File: config.mk
export PLATFORM = sky130hd
export DESIGN_NAME = input_port_regs_flat
export DESIGN_NICKNAME = d
export VERILOG_FILES = /design/src/rtl/input_port_regs_pkg.sv /design/src/rtl/input_port_regs_if.sv /design/src/rtl/input_port_regs_button_debounce.sv /design/src/rtl/input_port_regs.sv /design/src/flat_wrapper.sv
export SDC_FILE = /design/constraint.sdc
export NUM_CORES = 1
export LEC_CHECK = 0
export BUFFER_PORTS_ARGS = -buffer_cell sky130_fd_sc_hd__buf_2
export CORE_MARGIN = 2
export CORE_UTILIZATION = 45
export CTS_BUF_LIST = sky130_fd_sc_hd__clkbuf_4 sky130_fd_sc_hd__clkbuf_8
export DETAILED_ROUTE_END_ITERATION = 10
export GPL_TIMING_DRIVEN = 0
export PLACE_DENSITY = 0.75
export SETUP_SLACK_MARGIN = 0.15
export SLEW_MARGIN = 20
export SYNTH_ARGS = -nofsm -noshare
export SYNTH_HDL_FRONTEND = slang
export SYNTH_HIERARCHICAL = 1
export SYNTH_SLANG_ARGS = --single-unit
File: constraint.sdc
create_clock -name clk -period 2.08 [get_ports clk]
set_input_delay 0.416 -clock clk [delete_from_list [all_inputs] [get_ports clk]]
set_output_delay 0.416 -clock clk [all_outputs]
set_load 0.01 [all_outputs]
File: src/rtl/input_port_regs_pkg.sv
// input_port_regs_pkg: shared io register constants for the button input port
// Provides the CPU data/index widths and the register offsets within the window.
package input_port_regs_pkg;
    localparam int REG_DATA_W  = 16;
    localparam int REG_INDEX_W = 12;
    typedef enum logic [1:0] {
        REG_STATE   = 2'd0,
        REG_PRESS   = 2'd1,
        REG_RELEASE = 2'd2,
        REG_MASK    = 2'd3
    } reg_off_e;
endpackage

File: src/rtl/input_port_regs_if.sv
// input_port_regs_if: CPU register bus between a master (CPU) and the input port
// Signals: register_index (12), register_read / register_write strobes,
// register_write_value (16) from the master; register_read_value (16) from the slave.
interface input_port_regs_if;
    import input_port_regs_pkg::*;
    logic [REG_INDEX_W-1:0] register_index;
    logic                   register_read;
    logic                   register_write;
    logic [REG_DATA_W-1:0]  register_write_value;
    logic [REG_DATA_W-1:0]  register_read_value;
    modport master(
        output register_index, register_read, register_write, register_write_value,
        input  register_read_value
    );
    modport slave(
        input  register_index, register_read, register_write, register_write_value,
        output register_read_value
    );
endinterface

File: src/rtl/input_port_regs_button_debounce.sv
// button_debounce: synchronizer chain plus stability counter for one button
// Ports: clk, reset_n (async, active-low), button (raw async level),
// level (debounced level), rise / fall (one-cycle pulses coincident with a level toggle).
module button_debounce #(
    parameter int SYNC_STAGES     = 2,
    parameter int DEBOUNCE_CYCLES = 250000
) (
    input  logic clk,
    input  logic reset_n,
    input  logic button,
    output logic level,
    output logic rise,
    output logic fall
);
    localparam int CW = $clog2(DEBOUNCE_CYCLES + 1);
    logic [SYNC_STAGES-1:0] sync;
    logic [CW-1:0]          cnt;
    logic                   synced;
    logic                   flip;
    assign synced = sync[SYNC_STAGES-1];
    // The last counted cycle of disagreement toggles the level instead of counting further.
    assign flip = (synced != level) && (cnt == CW'(DEBOUNCE_CYCLES - 1));
    assign rise = flip && !level;
    assign fall = flip && level;
    always_ff @(posedge clk or negedge reset_n) begin
        if (!reset_n) begin
            sync  <= '0;
            cnt   <= '0;
            level <= 1'b0;
        end else begin
            sync  <= {sync[SYNC_STAGES-2:0], button};
            cnt   <= (synced == level || flip) ? '0 : cnt + 1'b1;
            level <= level ^ flip;
        end
    end
endmodule

File: src/rtl/input_port_regs.sv
// input_port_regs: debounced button inputs exposed as CPU registers with press interrupt
// Ports: clk, reset_n (async, active-low), buttons (raw levels, 1 = pressed),
// bus (slave side of the CPU register bus), irq_o (level irq = |(PRESS & MASK), registered).
// Window at BASE_INDEX: +0 STATE, +1 PRESS (clear-on-read), +2 RELEASE (clear-on-read), +3 MASK.
module input_port_regs
    import input_port_regs_pkg::*;
#(
    parameter int NUM_BUTTONS     = 4,
    parameter int SYNC_STAGES     = 2,
    parameter int DEBOUNCE_CYCLES = 250000,
    parameter int BASE_INDEX      = 0
) (
    input  logic                   clk,
    input  logic                   reset_n,
    input  logic [NUM_BUTTONS-1:0] buttons,
    input_port_regs_if.slave       bus,
    output logic                   irq_o
);
    localparam logic [REG_DATA_W-1:0] MASK_BITS = REG_DATA_W'((1 << NUM_BUTTONS) - 1);
    logic [NUM_BUTTONS-1:0] state;
    logic [NUM_BUTTONS-1:0] rise;
    logic [NUM_BUTTONS-1:0] fall;
    logic [NUM_BUTTONS-1:0] press;
    logic [NUM_BUTTONS-1:0] rel;
    logic [REG_DATA_W-1:0]  mask;
    logic [REG_INDEX_W-1:0] off;
    logic                   in_win;
    logic                   rd_hit;
    logic                   wr_hit;
    reg_off_e               sel;
    // Unsigned offset from the base: anything below the base wraps to a large value.
    assign off    = bus.register_index - REG_INDEX_W'(BASE_INDEX);
    assign in_win = off < REG_INDEX_W'(4);
    assign sel    = reg_off_e'(off[1:0]);
    assign rd_hit = bus.register_read && in_win;
    assign wr_hit = bus.register_write && in_win && sel == REG_MASK;
    for (genvar i = 0; i < NUM_BUTTONS; i++) begin : g_btn
        button_debounce #(
            .SYNC_STAGES    (SYNC_STAGES),
            .DEBOUNCE_CYCLES(DEBOUNCE_CYCLES)
        ) u_db (
            .clk    (clk),
            .reset_n(reset_n),
            .button (buttons[i]),
            .level  (state[i]),
            .rise   (rise[i]),
            .fall   (fall[i])
        );
    end
    always_ff @(posedge clk or negedge reset_n) begin
        if (!reset_n) begin
            bus.register_read_value <= '0;
            press                   <= '0;
            rel                     <= '0;
            mask                    <= '0;
            irq_o                   <= 1'b0;
        end else begin
            if (rd_hit)
                bus.register_read_value <= sel == REG_STATE   ? REG_DATA_W'(state) :
                                           sel == REG_PRESS   ? REG_DATA_W'(press) :
                                           sel == REG_RELEASE ? REG_DATA_W'(rel)   : mask;
            // A new event is OR-ed in after the clear so it survives a coincident read.
            press <= (rd_hit && sel == REG_PRESS ? '0 : press) | rise;
            rel   <= (rd_hit && sel == REG_RELEASE ? '0 : rel) | fall;
            if (wr_hit)
                mask <= bus.register_write_value & MASK_BITS;
            irq_o <= |(press & mask[NUM_BUTTONS-1:0]);
        end
    end
endmodule

File: src/flat_wrapper.sv
// flat-port wrapper written by rule: the top's interface ports become plain ports
module input_port_regs_flat import input_port_regs_pkg::*;
#(
    parameter int NUM_BUTTONS     = 4,
    parameter int SYNC_STAGES     = 2,
    parameter int DEBOUNCE_CYCLES = 250000,
    parameter int BASE_INDEX      = 0
)
  (clk, reset_n, buttons, irq_o, bus_register_index, bus_register_read, bus_register_write, bus_register_write_value, bus_register_read_value);
  input_port_regs_if bus_i ();
  input  logic clk;
  input  logic reset_n;
  input  logic [NUM_BUTTONS-1:0] buttons;
  output logic irq_o;
  input wire logic [$bits(bus_i.register_index)-1:0] bus_register_index;
  input wire logic [$bits(bus_i.register_read)-1:0] bus_register_read;
  input wire logic [$bits(bus_i.register_write)-1:0] bus_register_write;
  input wire logic [$bits(bus_i.register_write_value)-1:0] bus_register_write_value;
  output wire logic [$bits(bus_i.register_read_value)-1:0] bus_register_read_value;
  assign bus_i.register_index = bus_register_index;
  assign bus_i.register_read = bus_register_read;
  assign bus_i.register_write = bus_register_write;
  assign bus_i.register_write_value = bus_register_write_value;
  assign bus_register_read_value = bus_i.register_read_value;
  input_port_regs #(.NUM_BUTTONS(NUM_BUTTONS), .SYNC_STAGES(SYNC_STAGES), .DEBOUNCE_CYCLES(DEBOUNCE_CYCLES), .BASE_INDEX(BASE_INDEX)) u_core (.clk(clk), .reset_n(reset_n), .buttons(buttons), .bus(bus_i), .irq_o(irq_o));
endmodule
# --- Word-level counts from Yosys, hierarchy flattened ---
# Cells that the tools add are included.
totals:
  ff_bits: 113
  output_inout_bits: 17
  elab_cells: 80
classes:
  addsub: 4
  n_lt_le_gt_ge: 1
  eq_ne: 15
  muxes: 9
  bitwise_logic: 7
  reduce_logical: 27
op_table:
  columns: ["cell", "count"]
  rows:
  - ["18-bit by 1-bit adder with 18-bit output (second input constant)", 4]
  - ["18-bit equality test (second input constant)", 4]
  - ["18-bit 2-to-1 mux", 4]
  - ["16-bit 2-to-1 mux", 2]
  - ["1-bit logical AND", 17]
  - ["12-bit by 3-bit less-than comparator with 1-bit output (second input constant)", 1]
  - ["4-bit 2-to-1 mux", 3]
  - ["4-bit bitwise OR", 2]
  - ["4-bit AND", 1]
  - ["1-bit equality test", 4]
  - ["2-bit equality test (second input constant)", 2]
  - ["1-bit logical NOT", 4]
  - ["1-bit logical OR", 4]
  - ["1-bit != test", 4]
  - ["4-bit OR reduction", 1]
  - ["1-bit XOR", 4]
  - ["2-bit by 1-bit equality test with 1-bit output (second input constant)", 1]
  - ["2-bit logical NOT", 1]

# --- Logic depth before layout (Yosys ltp) ---
logic_depth:
  ltp_word: 5
  ltp_mapped: 6
  mapped_depth_nobuf: 6

# --- Cells and area by module ---
# The synthesis kept the hierarchy.
by_module_without_submodules:
  columns: ["module", "instances", "cells_each", "area_each_um2"]
  rows:
  - ["button_debounce", 4, 97, 1006.0]
  - ["input_port_regs", 1, 80, 933.4]

# --- Worst setup path after synthesis ---
# No wires, ideal clock.
synth_path:
  path_kind: "register -> register"
  from: "reg u_core.g_btn[0].u_db.cnt[0]"
  to: "reg u_core.press[0]"
  arrival_ps: 1843
  setup_slack_ps: 160
  path_stages_with_launch: 7
  n_path_buf: 0
  synth_period_minus_slack_ps: 1920
  cell_sequence: "dfrtp_1 -> ha_1 -> nand3_1 -> or4_1 -> nor3b_1 -> nor2_1 -> a21oi_1"
synth_via:
  elab_chain_len: 4
synth_rtl:
  columns: ["element", "line", "rtl"]
  rows:
  - ["from (decl)", "input_port_regs_button_debounce.sv:17", "logic [CW-1:0] cnt;"]
  - ["from (signal assigned)", "input_port_regs_button_debounce.sv:32", "cnt <= (synced == level || flip) ? '0 : cnt + 1'b1;"]
  - ["18-bit equality test", "input_port_regs_button_debounce.sv:22", "assign flip = (synced != level) && (cnt == CW'(DEBOUNCE_CYCLES - 1));"]
  - ["1-bit logical AND", "input_port_regs_button_debounce.sv:22", null]
  - ["1-bit logical AND", "input_port_regs_button_debounce.sv:23", "assign rise = flip && !level;"]
  - ["via u_core.rise[0]", "input_port_regs.sv:21", "logic [NUM_BUTTONS-1:0] rise;"]
  - ["4-bit bitwise OR", "input_port_regs.sv:63", "press <= (rd_hit && sel == REG_PRESS ? '0 : press) | rise;"]
  - ["to (signal assigned)", "input_port_regs.sv:63", null]
  - ["to (decl)", "input_port_regs.sv:23", "logic [NUM_BUTTONS-1:0] press;"]
# The timed path passes the listed nets, and every way through them passes these cells.
# A chain may end at the register's enable or synchronous reset.

# --- Final worst setup path ---
layout_path:
  from: "reg u_core.g_btn[0].u_db.cnt[5]"
  to: "reg u_core.rel[0]"
layout_via:
  elab_chain_len: 4
layout_rtl:
  columns: ["element", "line", "rtl"]
  rows:
  - ["18-bit equality test", "input_port_regs_button_debounce.sv:22", null]
  - ["1-bit logical AND", "input_port_regs_button_debounce.sv:22", null]
  - ["1-bit logical AND", "input_port_regs_button_debounce.sv:24", "assign fall = flip && level;"]
  - ["via u_core.fall[0]", "input_port_regs.sv:22", "logic [NUM_BUTTONS-1:0] fall;"]
  - ["4-bit bitwise OR", "input_port_regs.sv:64", "rel <= (rd_hit && sel == REG_RELEASE ? '0 : rel) | fall;"]
  - ["to (signal assigned)", "input_port_regs.sv:64", null]
  - ["to (decl)", "input_port_regs.sv:24", "logic [NUM_BUTTONS-1:0] rel;"]
# The timed path passes the listed nets, and every way through them passes these cells.

==> results.cfg <==
[cts]
clockBufferDepth = 2
insertion_delay_ns = 0.37
cts_tree = built
cts_sinks = 101
clk_pin_slew_worst_paths_ns = 0.10
htreeDepth = 3
numCtsBuffers = 9
cts_root_buffer = clkbuf_8

[global_route]
track_usage = 0.166
grt_pass1_vias = 3460
antenna_found_initial = 0
grt_pass1_wl_mm = 15.6
overflow = 0
grt_max_degree = 56

[synth]
yosysMostFrequentCell = dfrtp_1
synth_sequential_area_ratio = 0.510
synth_edf_count = 0
ys_ff_latch = 101
netlist.area_leader.share = 0.510
yosys-top-cells-area = dfrtp_1 (51%), xnor2_1 (9.2%), nor2_1 (7.3%)
syn_inst = 468
synth_top_flop_cell = dfrtp_1
syn_area_um2 = 4960
synth.avg_cell_area_um2 = 10.6
synthArstFlopShare = 1.00
yosys_warnings = 6
synth.distinct_cells = 34
yosys-top-cells-count = dfrtp_1 (101), nor2_1 (96), xnor2_1 (52)
synth_top_cell_by_area = dfrtp_1

[cells_and_area]
multiInputGateArea_um2 = 2590
diodes = 0
drive_gt1_frac = 0.313
ff_latch_area_um2 = 2550
area_growth_pct = 23.3
nFillCells = 869
utilization = 0.566
nets = 594
final_cells = 699

[floorplan]
io_pins = 53
rows = 38
core_area_um2 = 10800
die_w_um = 109
start_util = 0.459
chipHeight_um = 109
die-area_um2 = 11900

[setup_path]
crit_end = u_core/rel[0]
cp_max_fo = 4
reg2reg_depth = 6
crit_type = reg -> reg
end_kind = flip-flop
cpPeakStageDelay_ns = 0.57
crit_chain = nor4b_4, nand2_1, or4_4, nor3b_2, nor2_1, a21oi_1
rrSetupSlack_ns = 0.16
startpoint = u_core/g_btn[0].u_db/cnt[5]
start_kind = flip-flop
r2r-end = u_core/rel[0]
timing.rr.start = u_core/g_btn[0].u_db/cnt[5]
crit_cells = 6
crit_slowest_cell = or4_4
critical_path_arrival_ns = 2.22
required_ns = 2.38
crit_family = simple AND/OR/NAND/NOR gates
cp_num_buf_inv = 0

[detailed_routing]
num_vias = 3692
drt_wl_total_mm = 10.1
routed_via_density = 5.28
first_pass_iters = 5
drt_iter0_markers = 220
route.detailed.drc = 0
drtAntennaViolNets = 0
wl_per_cell_um = 14.5

[place]
gp_congestion = 0.827
hpwl_mm = 6.38
post-place-ws_ns = -0.217
dp_cells = 647
io_buffer_count = 27

[sta]
setup_ws_ns = 0.157
holdWs_ns = 0.148
post-route-period-util = 0.924
hold_violations = 0
slew_viol_final = 0
finalCriticalPeriod_ns = 1.92
rsz0062_at_grt = true
finalClockSkew_ns = 0.0129
timing.fmax_mhz = 520
setup_viol = 0

[power_and_ir_drop]
cellPowerDensity_nw_per_um2 = 556
peakVddDrop_mv = 0.573
p_leak_nw = 2.55
power_mw = 3.40

[min_path]
hold_path_class = in -> reg

[flow_run]
max_cap_viol_count = 0

[status]
status = finished, final reports clean
## layer usage
metal | vias up | track usage | part of all wire
li1 | 1785 | - | -
met1 | 1813 | 0.208 | 0.41
met2 | 79 | 0.273 | 0.53
met3 | 15 | 0.0496 | 0.042
met4 | 0 | 0.0604 | 0.014
met5 | - | 0 | 0
## how the worst min path moves through the flow
stage / start / end / slack, ns / cells after the start
after CTS: buttons[2] / u_core/g_btn[2].u_db/sync[0] / 0.12 / 1
after detailed placement: u_core/g_btn[2].u_db/sync[0] / u_core/g_btn[2].u_db/sync[1] / 0.34 / 0
after global placement: u_core/g_btn[2].u_db/sync[0] / u_core/g_btn[2].u_db/sync[1] / 0.33 / 0
final: buttons[1] / u_core/g_btn[1].u_db/sync[0] / 0.15 / 1
after global routing: buttons[2] / u_core/g_btn[2].u_db/sync[0] / 0.12 / 1
after floorplan: reset_n / u_core/bus.register_read_value[0] / 0.12 / 0
## state kept, by name (all words and copies together) (netlist names), named ones only
register and cells:
u_core/mask 4, u_core/bus.register_read_value 4, u_core/g_btn.u_db/cnt 72, u_core/irq_o 1
u_core/g_btn.u_db/sync 8, u_core/rel 4, u_core/press 4
## worst reg2reg max path, cell delays in order (launching register included)
cell and delay (ns):
dfrtp_2 0.46, nor4b_4 0.28, nand2_1 0.12, or4_4 0.57, nor3b_2 0.21, nor2_1 0.07, a21oi_1 0.14
## power breakdown
group          leakage [nW]  internal [mW]  switching, mW
Sequential             1.31           1.99         0.0340
Combinational          1.15          0.103          0.122
Clock                0.0825          0.457          0.690
Total                  2.55           2.55          0.847
## what timing repair did
action / CTS / global route
endpoints found under the setup margin: 80 / 43
hold endpoints to repair: 46 / 0
hold buffers: 1 / 0
pin swaps: 3 / 24
resized for setup: 26 / 39
buffers inserted: 2 / 33
## metrics by stage
| stage | setup TNS, ns | cell area, µm² |
|---|---|---|
| after global placement | -46.48 | 5310 |
| after detailed placement | -7.69 | 5340 |
| after CTS | 0 | 5700 |
| after floorplan | 0 | 5000 |
| final | 0 | 6110 |
| after global routing | 0 | 6110 |
## placed cells by master, fill, tap and decap left out, types with 3 or more instances in the layout
master	count
nand3b_1	4
nor4_2	3
nand3_4	4
nand4_4	4
or3_1	4
o41ai_4	4
inv_1	13
nand4_1	16
nor3_1	16
clkinvlp_4	3
dfrtp_2	17
and3_1	4
mux2_2	10
nor3b_4	6
a21oi_1	11
nor2_1	96
nand3_1	21
xor2_1	12
mux4_2	4
clkbuf_8	9
nor4_1	12
buf_4	47
o21ai_0	4
buf_2	30
nand2_1	16
nor4_4	3
conb_1	12
or4_4	10
xnor2_1	52
dfrtp_1	84
## logic make-up (layout without fill, tap and decap cells)
group	count (synthesis)	in the layout	share of synthesized area
other cells	1	12	0.000756
xor+xnor	64	64	0.113
simple gates	229	229	0.252
mux	16	16	0.0469
compound gates	22	22	0.0323
flops	101	101	0.510
fa+ha+maj	4	4	0.0101
buf+inv	31	111	0.0351
## layout make-up
class | count | share of cell area
plain buffers | 18 | 0.0205
clock buffers | 10 | 0.0215
clock inverters | 6 | 0.00799
inverters | 13 | 0.00799
multi-input cells | 347 | 0.424
flip-flops and latches | 101 | 0.417
well taps | 140 | 0.0287
repair buffers | 64 | 0.0723
(Power assumes the default switching activity.)
